==> config.mk <==
export PLATFORM = sky130hd
export DESIGN_NAME = multicycle_cu
export DESIGN_NICKNAME = d
export VERILOG_FILES = /design/src/rtl/multicycle_cu.sv
export SDC_FILE = /design/constraint.sdc
export NUM_CORES = 1
export LEC_CHECK = 0
export BUFFER_PORTS_ARGS = -buffer_cell sky130_fd_sc_hd__buf_2
export CAP_MARGIN = 10
export CORE_ASPECT_RATIO = 0.9
export CORE_UTILIZATION = 40
export DETAILED_ROUTE_END_ITERATION = 8
export PLACE_DENSITY = 0.75
export RECOVER_POWER = 100
export SETUP_SLACK_MARGIN = 0.05
export SYNTH_ARGS = -nofsm -noshare
export SYNTH_HDL_FRONTEND = slang
export SYNTH_SLANG_ARGS = --single-unit
==> constraint.sdc <==
create_clock -name clk -period 1.64 [get_ports clk]
set_input_delay 0.082 -clock clk [delete_from_list [all_inputs] [get_ports clk]]
set_output_delay 0.082 -clock clk [all_outputs]
set_load 0.005 [all_outputs]
==> src/rtl/multicycle_cu.sv <==
// Multi-cycle control unit: sequences fetch/decode/execute/memory/writeback over a
// req/ack memory handshake, owns the N/Z flags, counts retired instructions, faults on memory timeout.
module multicycle_cu #(
   parameter int MEM_TIMEOUT = 16,
   parameter int CNT_W       = 32
) (
   input  logic             clk,
   input  logic             rst_n,
   input  logic [2:0]       op_code,
   input  logic [2:0]       branch,
   input  logic [1:0]       alu_flags,
   input  logic             im_ack,
   input  logic             dm_ack,
   output logic             im_req,
   output logic             dm_req,
   output logic             dm_we,
   output logic             ir_we,
   output logic             pc_we,
   output logic             pc_sel,
   output logic [1:0]       alu_op,
   output logic             rf_we,
   output logic             writeback_sel,
   output logic             rtype_sel,
   output logic             rs2_sel,
   output logic [1:0]       flags,
   output logic             retire,
   output logic [CNT_W-1:0] instret,
   output logic             fault,
   output logic             busy
);

   typedef enum logic [2:0] {
      S_BOOT, S_FETCH, S_DECODE, S_EXEC, S_MEM, S_WB, S_FAULT
   } state_t;

   localparam logic [2:0] OP_ADD = 3'd0, OP_SUB = 3'd1, OP_OR  = 3'd2, OP_AND = 3'd3,
                          OP_CMP = 3'd4, OP_LDR = 3'd5, OP_STR = 3'd6, OP_BR  = 3'd7;
   localparam logic [1:0] ALU_ADD = 2'd0, ALU_SUB = 2'd1;

   // Counter only ever holds 0..MEM_TIMEOUT-1; the cycle that would reach MEM_TIMEOUT leaves for FAULT.
   localparam int              WC_W    = (MEM_TIMEOUT > 1) ? $clog2(MEM_TIMEOUT) : 1;
   localparam logic [WC_W-1:0] TO_LAST = WC_W'((MEM_TIMEOUT > 0) ? MEM_TIMEOUT - 1 : 0);

   state_t           r_state, w_next;
   logic [2:0]       r_op, r_br;
   logic [1:0]       r_flags;
   logic [CNT_W-1:0] r_instret;
   logic [WC_W-1:0]  r_wcnt;

   logic w_wait, w_ack, w_to, w_taken, w_flag_we;

   assign w_wait = (r_state == S_FETCH) || (r_state == S_MEM);
   assign w_ack  = (r_state == S_FETCH) ? im_ack : dm_ack;
   assign w_to   = (MEM_TIMEOUT > 0) && w_wait && !w_ack && (r_wcnt == TO_LAST);

   // flags = {N,Z}; conditions use the registered copy, never the live ALU flags
   always_comb begin
      case (r_br)
         3'd0:    w_taken = r_flags[0];
         3'd1:    w_taken = !r_flags[0];
         3'd2:    w_taken = r_flags[1];
         3'd3:    w_taken = !r_flags[1];
         3'd4:    w_taken = 1'b1;
         default: w_taken = 1'b0;
      endcase
   end

   always_comb begin
      w_next        = r_state;
      w_flag_we     = 1'b0;
      im_req        = 1'b0;
      dm_req        = 1'b0;
      dm_we         = 1'b0;
      ir_we         = 1'b0;
      pc_we         = 1'b0;
      pc_sel        = 1'b0;
      alu_op        = ALU_ADD;
      rf_we         = 1'b0;
      writeback_sel = 1'b0;
      rtype_sel     = 1'b0;
      rs2_sel       = 1'b0;
      retire        = 1'b0;
      case (r_state)
         S_BOOT: w_next = S_FETCH;
         S_FETCH: begin
            im_req = 1'b1;
            if (im_ack) begin
               ir_we  = 1'b1;
               w_next = S_DECODE;
            end else if (w_to) begin
               w_next = S_FAULT;
            end
         end
         S_DECODE: w_next = S_EXEC;
         S_EXEC: begin
            case (r_op)
               OP_ADD, OP_SUB, OP_OR, OP_AND: begin
                  alu_op    = r_op[1:0];
                  rf_we     = 1'b1;
                  w_flag_we = 1'b1;
                  pc_we     = 1'b1;
                  retire    = 1'b1;
                  w_next    = S_FETCH;
               end
               OP_CMP: begin
                  alu_op    = ALU_SUB;
                  w_flag_we = 1'b1;
                  pc_we     = 1'b1;
                  retire    = 1'b1;
                  w_next    = S_FETCH;
               end
               OP_BR: begin
                  pc_we  = 1'b1;
                  pc_sel = w_taken;
                  retire = 1'b1;
                  w_next = S_FETCH;
               end
               default: w_next = S_MEM;
            endcase
         end
         S_MEM: begin
            dm_req = 1'b1;
            if (r_op == OP_STR) begin
               dm_we   = 1'b1;
               rs2_sel = 1'b1;
            end
            if (dm_ack) begin
               if (r_op == OP_STR) begin
                  pc_we  = 1'b1;
                  retire = 1'b1;
                  w_next = S_FETCH;
               end else begin
                  w_next = S_WB;
               end
            end else if (w_to) begin
               w_next = S_FAULT;
            end
         end
         S_WB: begin
            rf_we         = 1'b1;
            writeback_sel = 1'b1;
            rtype_sel     = 1'b1;
            pc_we         = 1'b1;
            retire        = 1'b1;
            w_next        = S_FETCH;
         end
         S_FAULT: w_next = S_FAULT;
         default: w_next = S_BOOT;
      endcase
   end

   always_ff @(posedge clk or negedge rst_n) begin
      if (!rst_n) begin
         r_state   <= S_BOOT;
         r_op      <= OP_ADD;
         r_br      <= 3'd0;
         r_flags   <= 2'b00;
         r_instret <= '0;
         r_wcnt    <= '0;
      end else begin
         r_state <= w_next;
         if (r_state == S_DECODE) begin
            r_op <= op_code;
            r_br <= branch;
         end
         if (w_flag_we) r_flags <= alu_flags;
         if (retire) r_instret <= r_instret + CNT_W'(1);
         // clears whenever we are not stalled in a request state, so each FETCH/MEM entry starts at 0
         if ((MEM_TIMEOUT > 0) && w_wait && !w_ack && !w_to) r_wcnt <= r_wcnt + WC_W'(1);
         else                                                r_wcnt <= '0;
      end
   end

   assign flags   = r_flags;
   assign instret = r_instret;
   assign fault   = (r_state == S_FAULT);
   assign busy    = (r_state != S_BOOT) && (r_state != S_FAULT);

endmodule
==> results of run 1 <==
==> power groups by stage <==
| stage | clock, uW | combinational [uW] | sequential, uW |
|---|---|---|---|
| floorplan | 0 | 5.26 | 1190 |
| global placement | 0 | 49.1 | 1190 |
| detailed placement | 0 | 50.0 | 1190 |
| CTS | 738 | 53.9 | 1160 |
| global route | 800 | 62.1 | 1160 |
| finish | 719 | 54.4 | 1160 |
==> layer usage <==
layer  up-vias  share of wire (%)  wire [um]  GRT usage [%]
li1        988                  -          -              -
met3         6                4.3        245          4.442
met1       946                 46       2601          23.23
met2        42                 49       2790          26.11
met5         -                  0          0              0
met4         0                1.0         59          5.085
==> timing repair <==
| item | 4_1_cts | 5_1_grt |
|---|---|---|
| setup buffers | 7 | 14 |
| endpoints found under the setup margin | 33 | 38 |
| cloned | 0 | 1 |
| pin swaps | 10 | 22 |
| endpoints found under the hold margin | 19 | 2 |
| hold buffers | 2 | 2 |
| resized for setup | 13 | 35 |
==> how the worst max path moves through the flow <==
stage                                 from                 endpoint  slack [ns]
floorplan           instret[9]$_DFFE_PN0P_  instret[31]$_DFFE_PN0P_        0.05
global placement       r_op[1]$_DFFE_PN0P_  instret[26]$_DFFE_PN0P_        0.06
detailed placement     r_op[1]$_DFFE_PN0P_  instret[26]$_DFFE_PN0P_       -0.02
CTS                    r_op[0]$_DFFE_PN0P_                alu_op[0]        0.01
global route           r_op[0]$_DFFE_PN0P_  instret[25]$_DFFE_PN0P_       -0.09
finish                 r_op[0]$_DFFE_PN0P_   instret[5]$_DFFE_PN0P_       -0.01
==> cell type report <==
cell class                 count  area (sq um)  area share, %
sequential                    47          1177          34.21
inverter                      10         37.54          1.091
tap                           70         87.58          2.545
multi-input combinational    162          1333          38.71
clock buffer                   5         68.82          1.999
clock inverter                 3         23.77         0.6907
timing repair buffer         111         714.4          20.76
==> kinds of logic after synthesis <==
kind of cell | count (synthesis) | share of synthesized area (%)
flip-flops | 47 | 48.93
adder cells (fa/ha/maj) | 2 | 1.041
multiplexers | 7 | 3.280
AND/OR/NAND/NOR | 100 | 23.37
XOR/XNOR | 35 | 12.75
buffers and inverters | 19 | 4.008
AO/OA/AOI/OAI | 17 | 6.611
==> flip-flops by register name (all words and copies together), names as in the netlist <==
| name | flops |
|---|---|
| flags | 2 |
| r_br | 3 |
| r_wcnt | 4 |
| r_op | 3 |
| instret | 32 |
| r_state | 3 |
==> Yosys cell counts (all sizes together), types with 4 or more instances <==
master / n / share of area (%)
and3: 5 / 1.3
buf: 9 / 2.4
dfrtp: 47 / 49
inv: 10 / 1.6
mux2: 7 / 3.3
nand2: 22 / 3.5
nand2b: 5 / 1.3
nand3: 14 / 3.4
nand4: 4 / 1.0
nor2: 25 / 4.0
nor3: 9 / 2.1
nor4: 4 / 2.6
xnor2: 15 / 5.5
xor2: 20 / 7.3
==> through the flow <==
stage	utilization, %	TNS (ns)	instances	area [sq um]
2_1_floorplan	-	0	227	2429
3_3_place_gp	51.46	0	374	2947
3_5_place_dp	51.46	-0.03187	374	2947
4_1_cts	55.68	0	391	3188
5_1_grt	60.12	-1.255	408	3442
6_report	60.12	-0.009985	408	3442
==> results.txt, run 1 <==
number of flops mapped to enable cells by yosys - 0
vias in the first global route - 1803
hold endpoint - r_br[1]$_DFFE_PN0P_
Hold Slack - 0.009347 ns
Comb power frac - 2.8%
r2r startpoint - r_op[0]$_DFFE_PN0P_
largest net degree at the start of global routing - 21
final slew viol count - 0
commonest non-fill, non-tap cell in the layout - dfrtp_1
P_leak - 0.001839 uW
initial antenna violation count - 0
routed length per instance - 13.96 um
slowest stage cell, crit path - dfrtp_1
Clock Power Share - 37.1%
clk_lat worst skew - 0.30 ns
pre-CTS setup slack - -0.01739 ns
Detailed Place HPWL - 3.759 mm
Reg-to-Reg End - instret[5]$_DFFE_PN0P_
Slew @ Worst Pin - 1.067 ns
Rel. slew slack - 28.87%
Cell Chain, Critical Path - nand3b_1, o21bai_4, nor2_4, buf_6, or3_4, xnor2_1
most frequent cells in the layout - 46 x dfrtp_1, 45 x buf_2, 36 x buf_4, 21 x nor2_1, 21 x nand2_1
die width - 83.71 um
violated checks - setup timing
number of buffers added on ports - 60
crit-path max FO - 3
CTS Buffer Depth - 2
Hold Fails Final Rpt - 0
# IOs - 61
starting density of the core - 41.98%
crit path DAT - 1.83 ns
Internal - 1488 uW
Critical Path RT - 1.82 ns
Tot Pwr - 1937 uW
clk slew on worst S/H paths - 0.10 ns
min-delay src - branch[1]
sequential share of the synthesized area - 48.93%
Hold Path Class - in2reg
sequential share of power - 60.0%
RSZ-0062 raised after global routing - true
CP max stage delay - 0.42 ns
Mapped Avg Cell Area - 10.59 sq um
first drt pass iteration count - 7
flop-to-flop setup slack - -0.01 ns
clock skew - 0.01301 ns
Vias per Instance - 4.858
FF-to-FF path depth - 6
DRT iter0 DRCs - 128
Ys Warns - 0
CP startpoint kind - flip-flop
CP top delay family - simple AND/OR/NAND/NOR gates
final setup fails - 1
Synth cell types - 44
post-route setup slack - -0.009985 ns
Post-Syn Area - 2404 sq um
Num Clock Sinks - 47
CP endpoint kind - flip-flop
first-pass GRT wire length - 8.349 mm
outcome - finished with violations
TritonCTS Buffers - 5
Setup Crit Path Kind - reg2reg
fillers - 498
FF+latch count, synth - 47
Clock Tree Root - clkbuf_8
Hold Crit Depth - 2
sw frac - 23.18%
via count - 1982
cells after synthesis - 227
FMAX - 606.1 MHz
remaining antenna violation count - 0
gr ovfl total - 0
Die Y - 75.54 um
TritonCTS clock tree - done
crit path buf inv count - 1
VDD IR-drop max - 0.0004056 V
# DRC - 0
FP Rows - 26
crit share post-route - 100.6%
Tot GR Track Use - 16.73%
Mapped Nets - 241
max cap viols - 0
Critical Path Stages - 6
Die Area - 6323 sq um
core area - 5725 sq um
P_sw - 449.0 uW
clock period minus worst slack - 1.650 ns
final net count - 351
Post-Route WL - 5.697 mm
H-Tree Depth - 2
Syn-to-layout area delta - 43.21%
asr flop ratio synth - 100.0%
final RePlAce weighted congestion - 0.8167
Inserted Diodes - 0
power density over cell area - 562.7 nW/um^2
ys flop type - dfrtp_1
proportion of layout cells with a drive suffix above 1 - 44.38%
No activity file was read; power rests on OpenSTA's default activity.
==> run 2: changes to the inputs <==
--- a/config.mk
+++ b/config.mk
@@ -13,6 +13,7 @@
 export PLACE_DENSITY = 0.75
 export RECOVER_POWER = 100
 export SETUP_SLACK_MARGIN = 0.05
+export SKIP_LAST_GASP = 1
 export SYNTH_ARGS = -nofsm -noshare
 export SYNTH_HDL_FRONTEND = slang
 export SYNTH_SLANG_ARGS = --single-unit
==> results.txt, run 2 (synthesized netlist as in run 1, its figures left out) <==
outcome - completed
Critical Path RT - 1.82 ns
FF-to-FF path depth - 6
crit share post-route - 99.95%
r2r startpoint - r_op[0]$_DFFE_PN0P_
Tot GR Track Use - 16.73%
Slew @ Worst Pin - 1.051 ns
Placed Cells - 374
core area - 5725 sq um
Syn-to-layout area delta - 41.80%
routed length per instance - 13.73 um
crit path DAT - 1.82 ns
clock skew - 0.01247 ns
Rel. slew slack - 29.94%
min-delay src - branch[1]
die width - 83.71 um
# IOs - 61
Post-Route WL - 5.600 mm
CTS Buffer Depth - 2
top layer used by detailed routing - met4
Vias per Instance - 4.858
first drt pass iteration count - 4
TritonCTS Buffers - 5
largest net degree at the start of global routing - 21
H-Tree Depth - 2
post-route setup slack - 0.0008682 ns
commonest non-fill, non-tap cell in the layout - dfrtp_1
DRT iter0 DRCs - 106
clock period minus worst slack - 1.639 ns
power density over cell area - 568.1 nW/um^2
TritonCTS clock tree - done
DR WL met3 - 244 um
Setup Crit Path Kind - reg2reg
initial antenna violation count - 0
Hold Fails Final Rpt - 0
vias in the first global route - 1803
fin cells - 408
gr ovfl total - 0
remaining antenna violation count - 0
final net count - 351
via count - 1982
Hold Crit Depth - 2
CP endpoint kind - flip-flop
WL met2 - 2.696 mm
Detailed Place HPWL - 3.759 mm
M1 wire length - 2.587 mm
Clock Tree Root - clkbuf_8
most frequent cells in the layout - 46 x dfrtp_1, 45 x buf_2, 39 x buf_4, 22 x nor2_1, 21 x nand2_1
Num Clock Sinks - 47
pre-CTS setup slack - -0.01739 ns
Largest register FFs - 32
starting density of the core - 41.98%
crit path from - r_op[0]$_DFFE_PN0P_
final RePlAce weighted congestion - 0.8167
FMAX - 610.1 MHz
fillers - 502
first-pass GRT wire length - 8.349 mm
Die Area - 6323 sq um
P_leak - 0.001822 uW
number of buffers added on ports - 60
Hold Path Class - in2reg
Inserted Diodes - 0
crit-path max FO - 3
Die Y - 75.54 um
proportion of layout cells with a drive suffix above 1 - 43.79%
VDD IR-drop max - 0.0004034 V
clk slew on worst S/H paths - 0.10 ns
final setup fails - 0
clk_lat worst skew - 0.30 ns
FP Rows - 26
# DRC - 0
final slew viol count - 0
RSZ-0062 raised after global routing - true
CP startpoint kind - flip-flop
max cap viols - 0
## run 2: changes by cell type in the layout (fill, tap and decap cells not counted)
cell	before	now
nand2b_4	2	1
nand2b_1	2	3
o21ai_4	1	0
buf_6	8	5
buf_4	36	39
o21ai_2	0	1
nor2_4	2	1
nor2_1	21	22
## run 2: cell type report
class	count	area [sq um]	share of cell area (%)
Clock buffer	5	68.82	2.019
Clock inverter	3	23.77	0.6975
Inverter	10	37.54	1.101
Multi-Input combinational cell	162	1310	38.44
Sequential cell	47	1177	34.54
Tap cell	70	87.58	2.570
Timing Repair Buffer	111	703.2	20.63
## run 2: per-layer routing
layer | vias up | track usage, %
met5 | - | 0
met4 | 0 | 5.085
met1 | 944 | 23.23
li1 | 987 | -
met3 | 6 | 4.442
met2 | 45 | 26.11
## run 2: critical path, cell delays in order (launching register included)
cell and delay [ns]:
dfrtp_1 0.42, nand3b_1 0.23, o21bai_4 0.22, nor2_4 0.08, buf_6 0.12, or3_4 0.32
xnor2_1 0.12
## run 2: path summary, 6_finish.rpt
path | to | slack, ns
max in group asynchronous | instret[24]$_DFFE_PN0P_ | 0.25
max reg2reg | instret[5]$_DFFE_PN0P_ | 0.0009
min reg2reg | instret[31]$_DFFE_PN0P_ | 0.47
min | r_br[1]$_DFFE_PN0P_ | 0.01
max | instret[5]$_DFFE_PN0P_ | 0.0009
min in group asynchronous | instret[18]$_DFFE_PN0P_ | 0.48
## run 2: repair_timing
item	CTS	global route
hold buffers	2	2
resized for setup	13	28
cloned	0	1
setup buffers	7	14
pin swaps	10	21
hold endpoints to repair	19	2
endpoints found under the setup margin	33	38
## run 2: power by group
| group | total [uW] | internal (uW) | leakage [uW] | switching, uW |
|---|---|---|---|---|
| registers | 1160 | 1160 | 0.000630 | 2.56 |
| logic | 53.9 | 22.1 | 0.00115 | 31.9 |
| clock network | 719 | 305 | 0.0000408 | 414 |
| total | 1940 | 1490 | 0.00182 | 448 |
## run 2: metrics by stage
step | utilization [%] | setup TNS [ns] | hold slack (ns) | cell area (sq um) | total power, uW
finish | 59.53 | 0 | 0.01053 | 3408 | 1936
detailed placement | 51.46 | -0.03187 | 0.04980 | 2947 | 1236
floorplan | - | 0 | -0.2136 | 2429 | 1191
global placement | 51.46 | 0 | 0.04730 | 2947 | 1235
CTS | 55.68 | 0 | 0.001216 | 3188 | 1955
global route | 59.53 | -1.111 | -0.001065 | 3408 | 2026
==> run 3: changes to the inputs <==
--- a/config.mk
+++ b/config.mk
@@ -8,9 +8,9 @@
 export BUFFER_PORTS_ARGS = -buffer_cell sky130_fd_sc_hd__buf_2
 export CAP_MARGIN = 10
 export CORE_ASPECT_RATIO = 0.9
-export CORE_UTILIZATION = 40
+export CORE_UTILIZATION = 48
 export DETAILED_ROUTE_END_ITERATION = 8
-export PLACE_DENSITY = 0.75
+export PLACE_DENSITY = 0.86
 export RECOVER_POWER = 100
 export SETUP_SLACK_MARGIN = 0.05
 export SKIP_LAST_GASP = 1
==> results.txt, run 3 (synthesized netlist as in run 1, its figures left out) <==
Reg-to-Reg End - instret[5]$_DFFE_PN0P_
# IOs - 61
RSZ-0062 raised after global routing - true
crit-path max FO - 4
Critical Path RT - 1.83 ns
Die Y - 69.13 um
Detailed Place HPWL - 3.494 mm
P_leak - 0.001736 uW
clock skew - 0.007142 ns
Hold Slack - 0.01125 ns
final slew viol count - 0
Placement Cell Area - 2935 sq um
TritonCTS clock tree - done
final RePlAce weighted congestion - 0.8333
fin cells - 387
final setup fails - 0
H-Tree Depth - 2
max cap viols - 0
Die Area - 5295 sq um
final instance area - 3252 sq um
crit share post-route - 98.67%
# DRC - 0
vias in the first global route - 1776
Largest register FFs - 32
outcome - completed
final net count - 335
Post-Route WL - 5.123 mm
power density over cell area - 587.2 nW/um^2
Tot Pwr - 1909 uW
TritonCTS Buffers - 5
VDD IR-drop max - 0.0004359 V
Syn-to-layout area delta - 35.29%
Tot GR Track Use - 19.34%
final core occ - 67.26%
Slew @ Worst Pin - 0.8586 ns
die width - 76.59 um
flop-to-flop setup slack - 0.02 ns
most frequent cells in the layout - 50 x buf_2, 46 x dfrtp_1, 19 x nand2_1, 19 x xor2_1, 18 x buf_4
core area - 4835 sq um
commonest non-fill, non-tap cell in the layout - buf_2
clk slew on worst S/H paths - 0.09 ns
clock period minus worst slack - 1.618 ns
clk_lat worst skew - 0.30 ns
initial antenna violation count - 0
remaining antenna violation count - 0
first-pass GRT wire length - 8.004 mm
Clock Tree Root - clkbuf_8
DRT iter0 DRCs - 51
FF-to-FF path depth - 6
Num Clock Sinks - 47
Rel. slew slack - 42.76%
proportion of layout cells with a drive suffix above 1 - 41.93%
routed length per instance - 13.24 um
gr ovfl total - 0
Vias per Instance - 5.109
FMAX - 617.9 MHz
Worst setup endpoint - instret[5]$_DFFE_PN0P_
CTS Buffer Depth - 2
Placed Cells - 365
crit path from - r_op[0]$_DFFE_PN0P_
via count - 1977
largest net degree at the start of global routing - 24
number of buffers added on ports - 60
r2r startpoint - r_op[0]$_DFFE_PN0P_
first drt pass iteration count - 4
fillers - 384
Inserted Diodes - 0
CP endpoint kind - flip-flop
Hold Fails Final Rpt - 0
CP startpoint kind - flip-flop
FP Rows - 24
crit path DAT - 1.81 ns
starting density of the core - 49.72%
Hold Path Class - in2reg
Setup Crit Path Kind - reg2reg
run 3: power breakdown:
group,leakage [uW],switching (uW),internal (uW),total (uW)
Combinational,0.00107,31.7,24.4,56.1
Sequential,0.000630,2.51,1160,1160
Clock,0.0000402,394,297,691
Total,0.00174,428,1480,1910
run 3: worst max-delay path: stages, from the launching register on:
cell      delay, ns
dfrtp_1        0.42
nand3b_1       0.24
o21bai_4       0.19
nor2_4         0.07
buf_4          0.14
or3_4          0.32
xnor2_1        0.12
run 3: how the worst min path moves through the flow:
stage / startpoint / endpoint / slack [ns] / depth (start not counted)
final: branch[1] / r_br[1]$_DFFE_PN0P_ / 0.01 / 2
after global routing: branch[0] / r_br[0]$_DFFE_PN0P_ / 0.003 / 2
after CTS: branch[1] / r_br[1]$_DFFE_PN0P_ / 0.002 / 2
after detailed placement: rst_n / r_wcnt[2]$_DFF_PN0_ / 0.01 / 1
after global placement: rst_n / r_wcnt[2]$_DFF_PN0_ / 0.02 / 1
after floorplan: rst_n / flags[0]$_DFFE_PN0P_ / -0.21 / 0
run 3: metrics by stage:
stage	setup WS, ns	setup TNS [ns]
2_1_floorplan	0.05073	0
3_3_place_gp	0.06132	0
3_5_place_dp	0.02031	0
4_1_cts	0.007716	0
5_1_grt	-0.04194	-0.4426
6_report	0.02174	0
run 3: what timing repair did:
action,CTS,global route
buffers inserted,4,8
resized for setup,6,29
hold buffers,2,0
endpoints found under the setup margin,9,33
pin swaps,4,15
endpoints found under the hold margin,37,0
run 3: cell type report:
cell class                      instances  area (sq um)  share of cell area (%)
Clock buffer                            5         68.82                   2.116
Timing Repair Buffer                   96         571.8                   17.58
Tap cell                               65         81.33                   2.501
Multi-Input combinational cell        161          1295                   39.82
Sequential cell                        47          1177                   36.21
Clock inverter                          3         20.02                  0.6156
Inverter                               10         37.54                   1.154
run 3: metal layers:
| layer | routed length [um] | track usage [%] | share of wire [%] |
|---|---|---|---|
| met1 | 2264 | 24.76 | 44 |
| met2 | 2532 | 31.23 | 49 |
| met3 | 254 | 5.960 | 5.0 |
| met4 | 72 | 6.410 | 1.4 |
| met5 | 0 | 0 | 0 |
